$ cat src/rtl/sensor_ctrl_pkg.sv
// Shared definitions for the sensor sequencer and the UART response packer:
// state encodings, response status codes and a width helper.
package sensor_ctrl_pkg;

   typedef enum logic [2:0] {
      ST_IDLE     = 3'd0,
      ST_RECEIVE  = 3'd1,
      ST_ORGANIZE = 3'd2,
      ST_SEND     = 3'd3,
      ST_WAIT     = 3'd4
   } state_t;

   localparam logic [1:0] STATUS_OK       = 2'b00;
   localparam logic [1:0] STATUS_TIMEOUT  = 2'b01;
   localparam logic [1:0] STATUS_BAD_ADDR = 2'b10;
   localparam logic [1:0] STATUS_STOP_ACK = 2'b11;

   // Bits needed to hold 0..value-1, never less than 1.
   function automatic int clog2_min1(input longint unsigned value);
      int result;
      result = 1;
      for (int i = 1; i < 63; i++)
         if ((64'd1 << i) < value) result = i + 1;
      return result;
   endfunction

endpackage

$ cat src/rtl/sensor_ctrl_fsm_interval_timer.sv
// Shared up-counter: clear restarts the count in the same cycle, tc flags the
// cycle whose count equals the selected terminal value.
module interval_timer #(
   parameter int W = 8
) (
   input  logic         clk_50m,
   input  logic         rst_n,
   input  logic         clr,
   input  logic         en,
   input  logic [W-1:0] term,
   output logic         tc
);

   logic [W-1:0] cnt_q;
   logic [W-1:0] cur;

   // A clear in this cycle makes this cycle count zero.
   assign cur = clr ? '0 : cnt_q;
   assign tc  = en && (cur == term);

   always_ff @(posedge clk_50m or negedge rst_n) begin
      if (!rst_n) begin
         cnt_q <= '0;
      end else if (en) begin
         cnt_q <= cur + W'(1);
      end
   end

endmodule

$ cat src/rtl/sensor_ctrl_fsm.sv
// Top-level sequencer between the UART command decoder, the sensor reader
// channels and the response packer/transmitter (one-shot or periodic reads).
module sensor_ctrl_fsm
   import sensor_ctrl_pkg::*;
#(
   parameter int N_CH        = 8,
   parameter int ADDR_W      = 8,
   parameter int TIMEOUT_CYC = 5_000_000,
   parameter int PERIOD_CYC  = 100_000_000
) (
   input  logic              clk_50m,
   input  logic              rst_n,
   input  logic              cmd_valid,
   input  logic              cmd_stop,
   input  logic              cmd_cont,
   input  logic [ADDR_W-1:0] cmd_addr,
   input  logic [N_CH-1:0]   sensor_done,
   input  logic              tx_done,
   output logic [N_CH-1:0]   sensor_start,
   output logic              pack,
   output logic              en_request,
   output logic              idle,
   output logic [2:0]        state,
   output logic [1:0]        status,
   output logic              cont_active,
   output logic              cmd_dropped
);

   localparam int CNT_MAX = (TIMEOUT_CYC > PERIOD_CYC) ? TIMEOUT_CYC : PERIOD_CYC;
   localparam int CNT_W   = clog2_min1(longint'(CNT_MAX));
   localparam int CH_W    = clog2_min1(longint'(N_CH));

   localparam logic [CNT_W-1:0]  TIMEOUT_TC = CNT_W'(TIMEOUT_CYC - 1);
   localparam logic [CNT_W-1:0]  PERIOD_TC  = CNT_W'(PERIOD_CYC - 1);
   localparam logic [N_CH-1:0]   CH0        = N_CH'(1);
   localparam logic [ADDR_W:0]   N_CH_A     = (ADDR_W + 1)'(N_CH);

   state_t           st;
   logic [CH_W-1:0]  ch;
   logic             tmr_clr;
   logic             tmr_en;
   logic             tmr_tc;
   logic [CNT_W-1:0] tmr_term;
   logic             addr_ok;
   logic             done_hit;
   logic             busy;

   assign state    = st;
   assign tmr_en   = (st == ST_RECEIVE) || (st == ST_WAIT);
   assign tmr_term = (st == ST_WAIT) ? PERIOD_TC : TIMEOUT_TC;
   assign addr_ok  = {1'b0, cmd_addr} < N_CH_A;
   // sensor_start is one-hot on the latched channel, so this masks other channels.
   assign done_hit = |(sensor_done & sensor_start);
   assign busy     = (st == ST_RECEIVE) || (st == ST_ORGANIZE) || (st == ST_SEND);

   interval_timer #(.W(CNT_W)) u_timer (
      .clk_50m (clk_50m),
      .rst_n   (rst_n),
      .clr     (tmr_clr),
      .en      (tmr_en),
      .term    (tmr_term),
      .tc      (tmr_tc)
   );

   always_ff @(posedge clk_50m or negedge rst_n) begin
      if (!rst_n) begin
         st           <= ST_IDLE;
         idle         <= 1'b1;
         sensor_start <= '0;
         pack         <= 1'b0;
         en_request   <= 1'b0;
         status       <= STATUS_OK;
         cont_active  <= 1'b0;
         cmd_dropped  <= 1'b0;
         ch           <= '0;
         tmr_clr      <= 1'b0;
      end else begin
         pack        <= 1'b0;
         cmd_dropped <= 1'b0;
         tmr_clr     <= 1'b0;

         // Commands arriving mid-transaction are dropped, but a stop still ends the loop.
         if (cmd_valid && busy) begin
            cmd_dropped <= 1'b1;
            if (cmd_stop) cont_active <= 1'b0;
         end

         case (st)
            ST_IDLE, ST_WAIT: begin
               if (cmd_valid) begin
                  tmr_clr <= 1'b1;
                  idle    <= 1'b0;
                  if (cmd_stop) begin
                     st          <= ST_ORGANIZE;
                     status      <= STATUS_STOP_ACK;
                     pack        <= 1'b1;
                     cont_active <= 1'b0;
                  end else if (!addr_ok) begin
                     st     <= ST_ORGANIZE;
                     status <= STATUS_BAD_ADDR;
                     pack   <= 1'b1;
                  end else begin
                     st           <= ST_RECEIVE;
                     ch           <= CH_W'(cmd_addr);
                     cont_active  <= cmd_cont;
                     sensor_start <= CH0 << cmd_addr;
                  end
               end else if (tmr_tc) begin
                  st           <= ST_RECEIVE;
                  tmr_clr      <= 1'b1;
                  sensor_start <= CH0 << ch;
               end
            end
            ST_RECEIVE: begin
               if (done_hit || tmr_tc) begin
                  st           <= ST_ORGANIZE;
                  tmr_clr      <= 1'b1;
                  pack         <= 1'b1;
                  sensor_start <= '0;
                  status       <= done_hit ? STATUS_OK : STATUS_TIMEOUT;
               end
            end
            ST_ORGANIZE: begin
               st         <= ST_SEND;
               tmr_clr    <= 1'b1;
               en_request <= 1'b1;
            end
            ST_SEND: begin
               if (tx_done) begin
                  en_request <= 1'b0;
                  tmr_clr    <= 1'b1;
                  if (cont_active && !(cmd_valid && cmd_stop)) begin
                     st <= ST_WAIT;
                  end else begin
                     st   <= ST_IDLE;
                     idle <= 1'b1;
                  end
               end
            end
            default: begin
               st           <= ST_IDLE;
               idle         <= 1'b1;
               sensor_start <= '0;
               en_request   <= 1'b0;
               tmr_clr      <= 1'b1;
            end
         endcase
      end
   end

endmodule
$ cat config.mk
export PLATFORM = sky130hd
export DESIGN_NAME = sensor_ctrl_fsm
export DESIGN_NICKNAME = d
export VERILOG_FILES = /design/src/rtl/sensor_ctrl_pkg.sv /design/src/rtl/sensor_ctrl_fsm_interval_timer.sv /design/src/rtl/sensor_ctrl_fsm.sv
export SDC_FILE = /design/constraint.sdc
export NUM_CORES = 1
export LEC_CHECK = 0
export CORE_ASPECT_RATIO = 0.7
export CORE_MARGIN = 4
export CORE_UTILIZATION = 50
export DETAILED_ROUTE_END_ITERATION = 12
export GPL_ROUTABILITY_DRIVEN = 1
export PLACE_DENSITY = 0.85
export SETUP_SLACK_MARGIN = 0.1
export SYNTH_ARGS = -nofsm -noshare
export SYNTH_HDL_FRONTEND = slang
export SYNTH_SLANG_ARGS = --single-unit
$ cat constraint.sdc
create_clock -name clk_50m -period 3.42 [get_ports clk_50m]
set_clock_uncertainty 0.2 [all_clocks]
set_input_delay 0.342 -clock clk_50m [delete_from_list [all_inputs] [get_ports clk_50m]]
set_output_delay 0.342 -clock clk_50m [all_outputs]
set_load 0.1 [all_outputs]
==> impl_metrics.csv, run 1 <==
group,metric,value,unit
outcome,status,"finished clean",
clock_tree,cts_max_level,2,
timing,slew_headroom,29.19,%
place,portBuffers,39,
yosys,mappedNetlistNets,327,
global_routing,grt_pass1_vias,2406,
detailed_routing,drc,0,
clock_tree,cts_sinks,49,
yosys,synth-main-ff-cell,"dfrtp_1",
timing,worst_pin_slew,1.062,ns
detailed_routing,wl_met1,3212,µm
yosys,synth-edff-count,0,
final_layout,final_cells,416,
detailed_routing,met2_length,3123,µm
setup_path,cpPeakStageDelay,0.61,ns
setup_path,critPathSlowestCell,"or4_1",
timing,finalMaxSlewViolations,0,
detailed_routing,dr_total_vias,2542,
global_routing,antenna_found_initial,0,
timing,min_period,3.058,ns
yosys,synthArstFlopShare,100.0,%
power,p_per_area,669.7,nW/µm²
global_routing,grt_max_degree,50,
yosys,synth-seq-area-share,45.02,%
clock_tree,numCtsBuffers,5,
floorplanning,fp.dieW,96.26,µm
timing,fin_crit_sh,89.43,%
final_layout,finalInstanceArea,3282,µm²
timing,fin_setup_tns,0,ns
place,place_area,3183,µm²
yosys,synth_area_leader_cell,"dfrtp_1",
detailed_routing,first_pass_iters,6,
timing,setup_viol,0,
detailed_routing,viasPerCell,6.111,
setup_path,start_kind,"register",
setup_path,critPathArrivalTime,3.04,ns
final_layout,final_common_cell,"nand2_1",
final_layout,drive_gt1_share,9.593,%
job,maxCapViolCount,0,
floorplanning,die_area,6717,µm²
place,dp_hpwl,5041,µm
setup_path,crit_fanout,8,
detailed_routing,post_drt_wl_per_cell,16.88,µm
floorplanning,core.rowCount,22,
yosys,synth_warnings,0,
place,finalWeightedCongestion,0.8996,
yosys,synth_top_area_share,44.06,%
detailed_routing,wl_met3,587,µm
detailed_routing,ant_nets,0,
setup_path,timing_worst_setup_path_type,"register to register",
timing,hold_violations,0,
global_routing,gr-total-overflow,0,
timing,setup_ws,0.3615,ns
yosys,synth_cell_types,45,
timing,rsz0062_at_grt,"no",
power,finalPower,2.198,mW
place,pre_cts_ws,0.4571,ns
power,ir_drop,0.4390,mV
final_layout,multiInputGateArea,1416,µm²
setup_path,critPathRequiredTime,3.40,ns
detailed_routing,routed_wl,7020,µm
yosys,avgSynthCellArea,8.968,µm²
final_layout,syn_to_final_growth,20.38,%
detailed_routing,drtIter0Drc,240,
clock_tree,cts_root_buf,"clkbuf_8",
clock_tree,post_cts_buffers,0,
global_routing,grtUsageTotal,22.45,%
setup_path,cp_top_family,"simple AND/OR/NAND/NOR gates",
clock_tree,cts_tree,"built",
clock_tree,clockBufferDepth,2,
global_routing,grt_pass1_wl,12100,µm
final_layout,diodes,0,
setup_path,crit_chain,"nor2b_1, ha_1, nand3_1, or4_1, or3_1, a21oi_2, o211ai_4, mux2_2",
timing,whs,0.02777,ns
final_layout,finish.utilization,62.42,%
final_layout,fillers,425,
clock_tree,clk_latency,0.30,ns
yosys,netlist_area,2726,µm²
clock_tree,clkTransAtPathRegs,0.09,ns
setup_path,crit_buf_inv,0,
detailed_routing,top_layer,"met4",
setup_path,critPathCaptureType,"register",
final_layout,final_cell_mix,"54 x nand2_1, 48 x dfrtp_1, 34 x clkdlybuf4s50_1, 25 x nor2_1",
floorplanning,initial_core_util,51.86,%
yosys,synthTopCellsByArea,"dfrtp_1 44%, nand2_1 7.4%, xor2_1 4.5%",
timing,timing.fmax,0.3270,GHz
floorplanning,coreArea,5258,µm²
floorplanning,die_h,69.78,µm
yosys,synth-seq-cells,49,
yosys,synth_cells,304,
worst_hold_path,hold_path_class,"primary input to asynchronous set/reset pin",
final_layout,regArea,1227,µm²
floorplanning,ios,40,
final_layout,final_nets,366,
place,place_inst,408,
power,power.leakage,1.298,nW
==> sequential cells by signal, indices dropped and copies added, names as in the netlist <==
register,count
ch,3
cmd_dropped,1
cont_active,1
en_request,1
idle,1
pack,1
sensor_start,8
state,3
status,2
tmr_clr,1
u_timer.cnt_q,27
==> cells in the mapped netlist (all sizes together), types with 2 or more instances <==
library cell,instances
nor4,6
and3,2
nor3,10
a22oi,6
inv,10
buf,2
or3,5
mux2,9
a21oi,8
o22ai,10
nand2,54
nor2b,3
o32a,2
o21ai,12
xnor2,9
or4,4
dfrtp,48
nand3,14
a21o,2
clkbuf,11
nand4,9
nor2,25
nand2b,2
nand4b,6
nor3b,2
xor2,14
nor4b,3
nand3b,2
==> layer usage <==
| layer | vias up | track usage (%) |
|---|---|---|
| li1 | 1160 | - |
| met1 | 1231 | 33.54 |
| met2 | 133 | 33.36 |
| met3 | 18 | 4.555 |
| met4 | 0 | 4.890 |
| met5 | - | 0 |
==> worst paths after layout <==
path                             startpoint         endpoint  slack (ns)  cells past startpoint
setup / recovery           u_timer.cnt_q[0]  sensor_start[4]        0.36                      8
hold / removal                        rst_n             pack        0.03                      1
setup reg to reg           u_timer.cnt_q[0]  sensor_start[4]        0.36                      8
hold reg to reg                  en_request       en_request        0.31                      2
max in group asynchronous             rst_n            ch[1]        2.34                      1
min in group clk_50m             en_request       en_request        0.31                      2
==> area by class of cell <==
cell class                      instances  share of cell area, %
Clock buffer                            8                  2.745
Inverter                               10                  1.144
Multi-Input combinational cell        232                  43.16
Sequential cell                        49                  37.40
Tap cell                               72                  2.745
Timing Repair Buffer                   45                  12.81
==> timing repair <==
item                                    4_1_cts  5_1_grt
resized for setup                             0        1
endpoints found under the setup margin        0        1
hold endpoints to repair                      0        0
hold buffers                                  0        0
==> cells by family (layout without fill, tap and decap cells) <==
group	after synthesis	in the layout	synth area share, %
AO/OA/AOI/OAI	48	48	12.02
XOR/XNOR	23	23	7.389
adder cells (fa/ha/maj)	1	1	0.4589
buffers and inverters	23	63	3.350
flip-flops	49	49	45.02
multiplexers	10	10	4.085
AND/OR/NAND/NOR	150	150	27.67
==> power breakdown <==
part | total [mW] | internal, mW | switching, mW
registers | 0.760 | 0.675 | 0.0850
clock network | 0.355 | 0.165 | 0.189
logic | 1.08 | 0.305 | 0.778
total | 2.20 | 1.15 | 1.05
No activity file was read; power rests on OpenSTA's default activity.
==> inputs of run 2 (changes only) <==
--- a/config.mk
+++ b/config.mk
@@ -14,2 +14,3 @@
 export SETUP_SLACK_MARGIN = 0.1
+export SLEW_MARGIN = 0
 export SYNTH_ARGS = -nofsm -noshare
--- a/constraint.sdc
+++ b/constraint.sdc
@@ -4,2 +4,2 @@
 set_output_delay 0.342 -clock clk_50m [all_outputs]
-set_load 0.1 [all_outputs]
+set_load 0.01 [all_outputs]
==> impl_metrics.csv, run 2 (same netlist as run 1, synthesis figures left out) <==
group,metric,value,unit
outcome,status,"finished clean",
place,portBuffers,39,
setup_path,critPathArrivalTime,3.03,ns
global_routing,grt_max_degree,50,
place,pre_cts_ws,0.4399,ns
floorplanning,core.rowCount,22,
final_layout,reg_top3,"u_timer.cnt_q: 27 flops, sensor_start: 8 flops",
setup_path,critPathCaptureType,"register",
final_layout,final_common_cell,"nand2_1",
setup_path,timing.rr.start,"u_timer.cnt_q[0]",
power,internal_power,1.271,mW
setup_path,crit_fanout,8,
floorplanning,die_h,69.78,µm
setup_path,timing_worst_setup_path_type,"register to register",
final_layout,final_nets,365,
setup_path,crit_buf_inv,0,
final_layout,final_cell_mix,"54 x nand2_1, 48 x dfrtp_1, 38 x clkdlybuf4s50_1, 25 x nor2_1",
timing,finalMaxSlewViolations,0,
job,maxCapViolCount,0,
clock_tree,clockBufferDepth,2,
setup_path,startpoint,"u_timer.cnt_q[0]",
detailed_routing,drtIter0Drc,231,
clock_tree,post_cts_buffers,0,
timing,slew_headroom,30.00,%
place,finalWeightedCongestion,0.8874,
setup_path,critPathSlowestCell,"or4_1",
detailed_routing,post_drt_wl_per_cell,15.67,µm
clock_tree,cts_hold_buffers,0,
power,power.leakage,1.294,nW
clock_tree,cts_sinks,49,
power,combPwrFrac,35.3,%
clock_tree,clkTransAtPathRegs,0.09,ns
timing,setup_viol,0,
final_layout,top_register,"u_timer.cnt_q",
timing,hold_violations,0,
global_routing,grtUsageTotal,21.04,%
clock_tree,cts_resized,0,
power,p_per_area,586.7,nW/µm²
final_layout,diodes,0,
setup_path,cp_top_family,"simple AND/OR/NAND/NOR gates",
setup_path,critPathRequiredTime,3.42,ns
setup_path,start_kind,"register",
detailed_routing,ant_nets,0,
final_layout,drive_gt1_share,8.746,%
power,clockPowerShare,24.9,%
power,ir_drop,0.3055,mV
floorplanning,initial_core_util,51.86,%
detailed_routing,drc,0,
clock_tree,numCtsBuffers,5,
clock_tree,clk_latency,0.30,ns
timing,worst_pin_slew,1.050,ns
timing,rsz0062_at_grt,"no",
detailed_routing,dr_total_vias,2443,
timing,fin_setup_tns,0,ns
global_routing,gr-total-overflow,0,
final_layout,largest_reg_flops,27,
place,dp_hpwl,4801,µm
setup_path,cpPeakStageDelay,0.59,ns
clock_tree,cts_tree,"built",
timing,min_period,3.036,ns
timing,timing.fmax,0.3294,GHz
detailed_routing,routed_wl,6503,µm
floorplanning,coreArea,5258,µm²
global_routing,grt_pass1_wl,11220,µm
floorplanning,ios,40,
worst_hold_path,hold_path_class,"primary input to asynchronous set/reset pin",
global_routing,antenna_found_initial,0,
floorplanning,die_area,6717,µm²
detailed_routing,viasPerCell,5.887,
power,p_switching,676.7,µW
clock_tree,cts_root_buf,"clkbuf_8",
global_routing,grt_pass1_vias,2281,
power,p_sw_share,34.74,%
timing,fin_crit_sh,88.77,%
final_layout,syn_to_final_growth,21.75,%
setup_path,crit_chain,"nor2b_1, ha_1, nand3_1, or4_1, or3_1, a21oi_2, o211ai_4, mux2_2",
clock_tree,cts_max_level,2,
power,seq_power_share,39.9,%
timing,setup_ws,0.3841,ns
detailed_routing,first_pass_iters,5,
floorplanning,fp.dieW,96.26,µm
[run 2: power by group through the flow]
stage                     sequential (mW)  clock [mW]  combinational [mW]
after floorplan                     0.774           0               0.423
after global placement              0.777           0               0.669
after detailed placement            0.785           0               0.680
after CTS                           0.774       0.490               0.684
after global routing                0.792       0.522               0.754
final                               0.777       0.484               0.687
[run 2: per-layer routing]
layer | up-vias | global-route usage (%) | part of all wire (%) | wire length (µm)
li1 | 1156 | - | - | -
met1 | 1163 | 32.78 | 47 | 3066
met2 | 117 | 28.54 | 43 | 2785
met3 | 7 | 5.206 | 9.0 | 587
met4 | 0 | 5.836 | 0.97 | 63
met5 | - | 0 | 0 | 0
[run 2: through the flow]
stage / util, % / area, µm² / power (mW) / hold WS, ns / std cells
after floorplan: - / 2726 / 1.197 / -0.1536 / 304
after global placement: 60.59 / 3186 / 1.445 / 0.2755 / 407
after detailed placement: 60.59 / 3186 / 1.465 / 0.2813 / 407
after CTS: 63.14 / 3319 / 1.947 / 0.06139 / 415
after global routing: 63.14 / 3319 / 2.069 / 0.1025 / 415
final: 63.14 / 3319 / 1.948 / 0.02400 / 415
[run 2: layout make-up]
type / count / area, µm²
flip-flops and latches: 49 / 1227
repair buffers: 44 / 422.9
clock buffers: 5 / 68.82
fillers: 428 / 1938
multi-input cells: 232 / 1408
well taps: 72 / 90.09
inverters: 10 / 37.54
clock inverters: 3 / 65.06
[run 2: final timing paths]
check | slack [ns] | endpoint | depth (start not counted)
max | 0.38 | sensor_start[7] | 8
max in group asynchronous | 2.36 | u_timer.cnt_q[25] | 1
min | 0.02 | u_timer.cnt_q[3] | 1
min reg2reg | 0.29 | status[1] | 1
max reg2reg | 0.38 | sensor_start[7] | 8
min in group clk_50m | 0.29 | status[1] | 1
[run 2: worst reg2reg max path: stages (launching register included)]
cell and delay (ns):
dfrtp_1 0.40, nor2b_1 0.21, ha_1 0.24, nand3_1 0.14, or4_1 0.59, or3_1 0.47, a21oi_2 0.20, o211ai_4 0.18
mux2_2 0.32
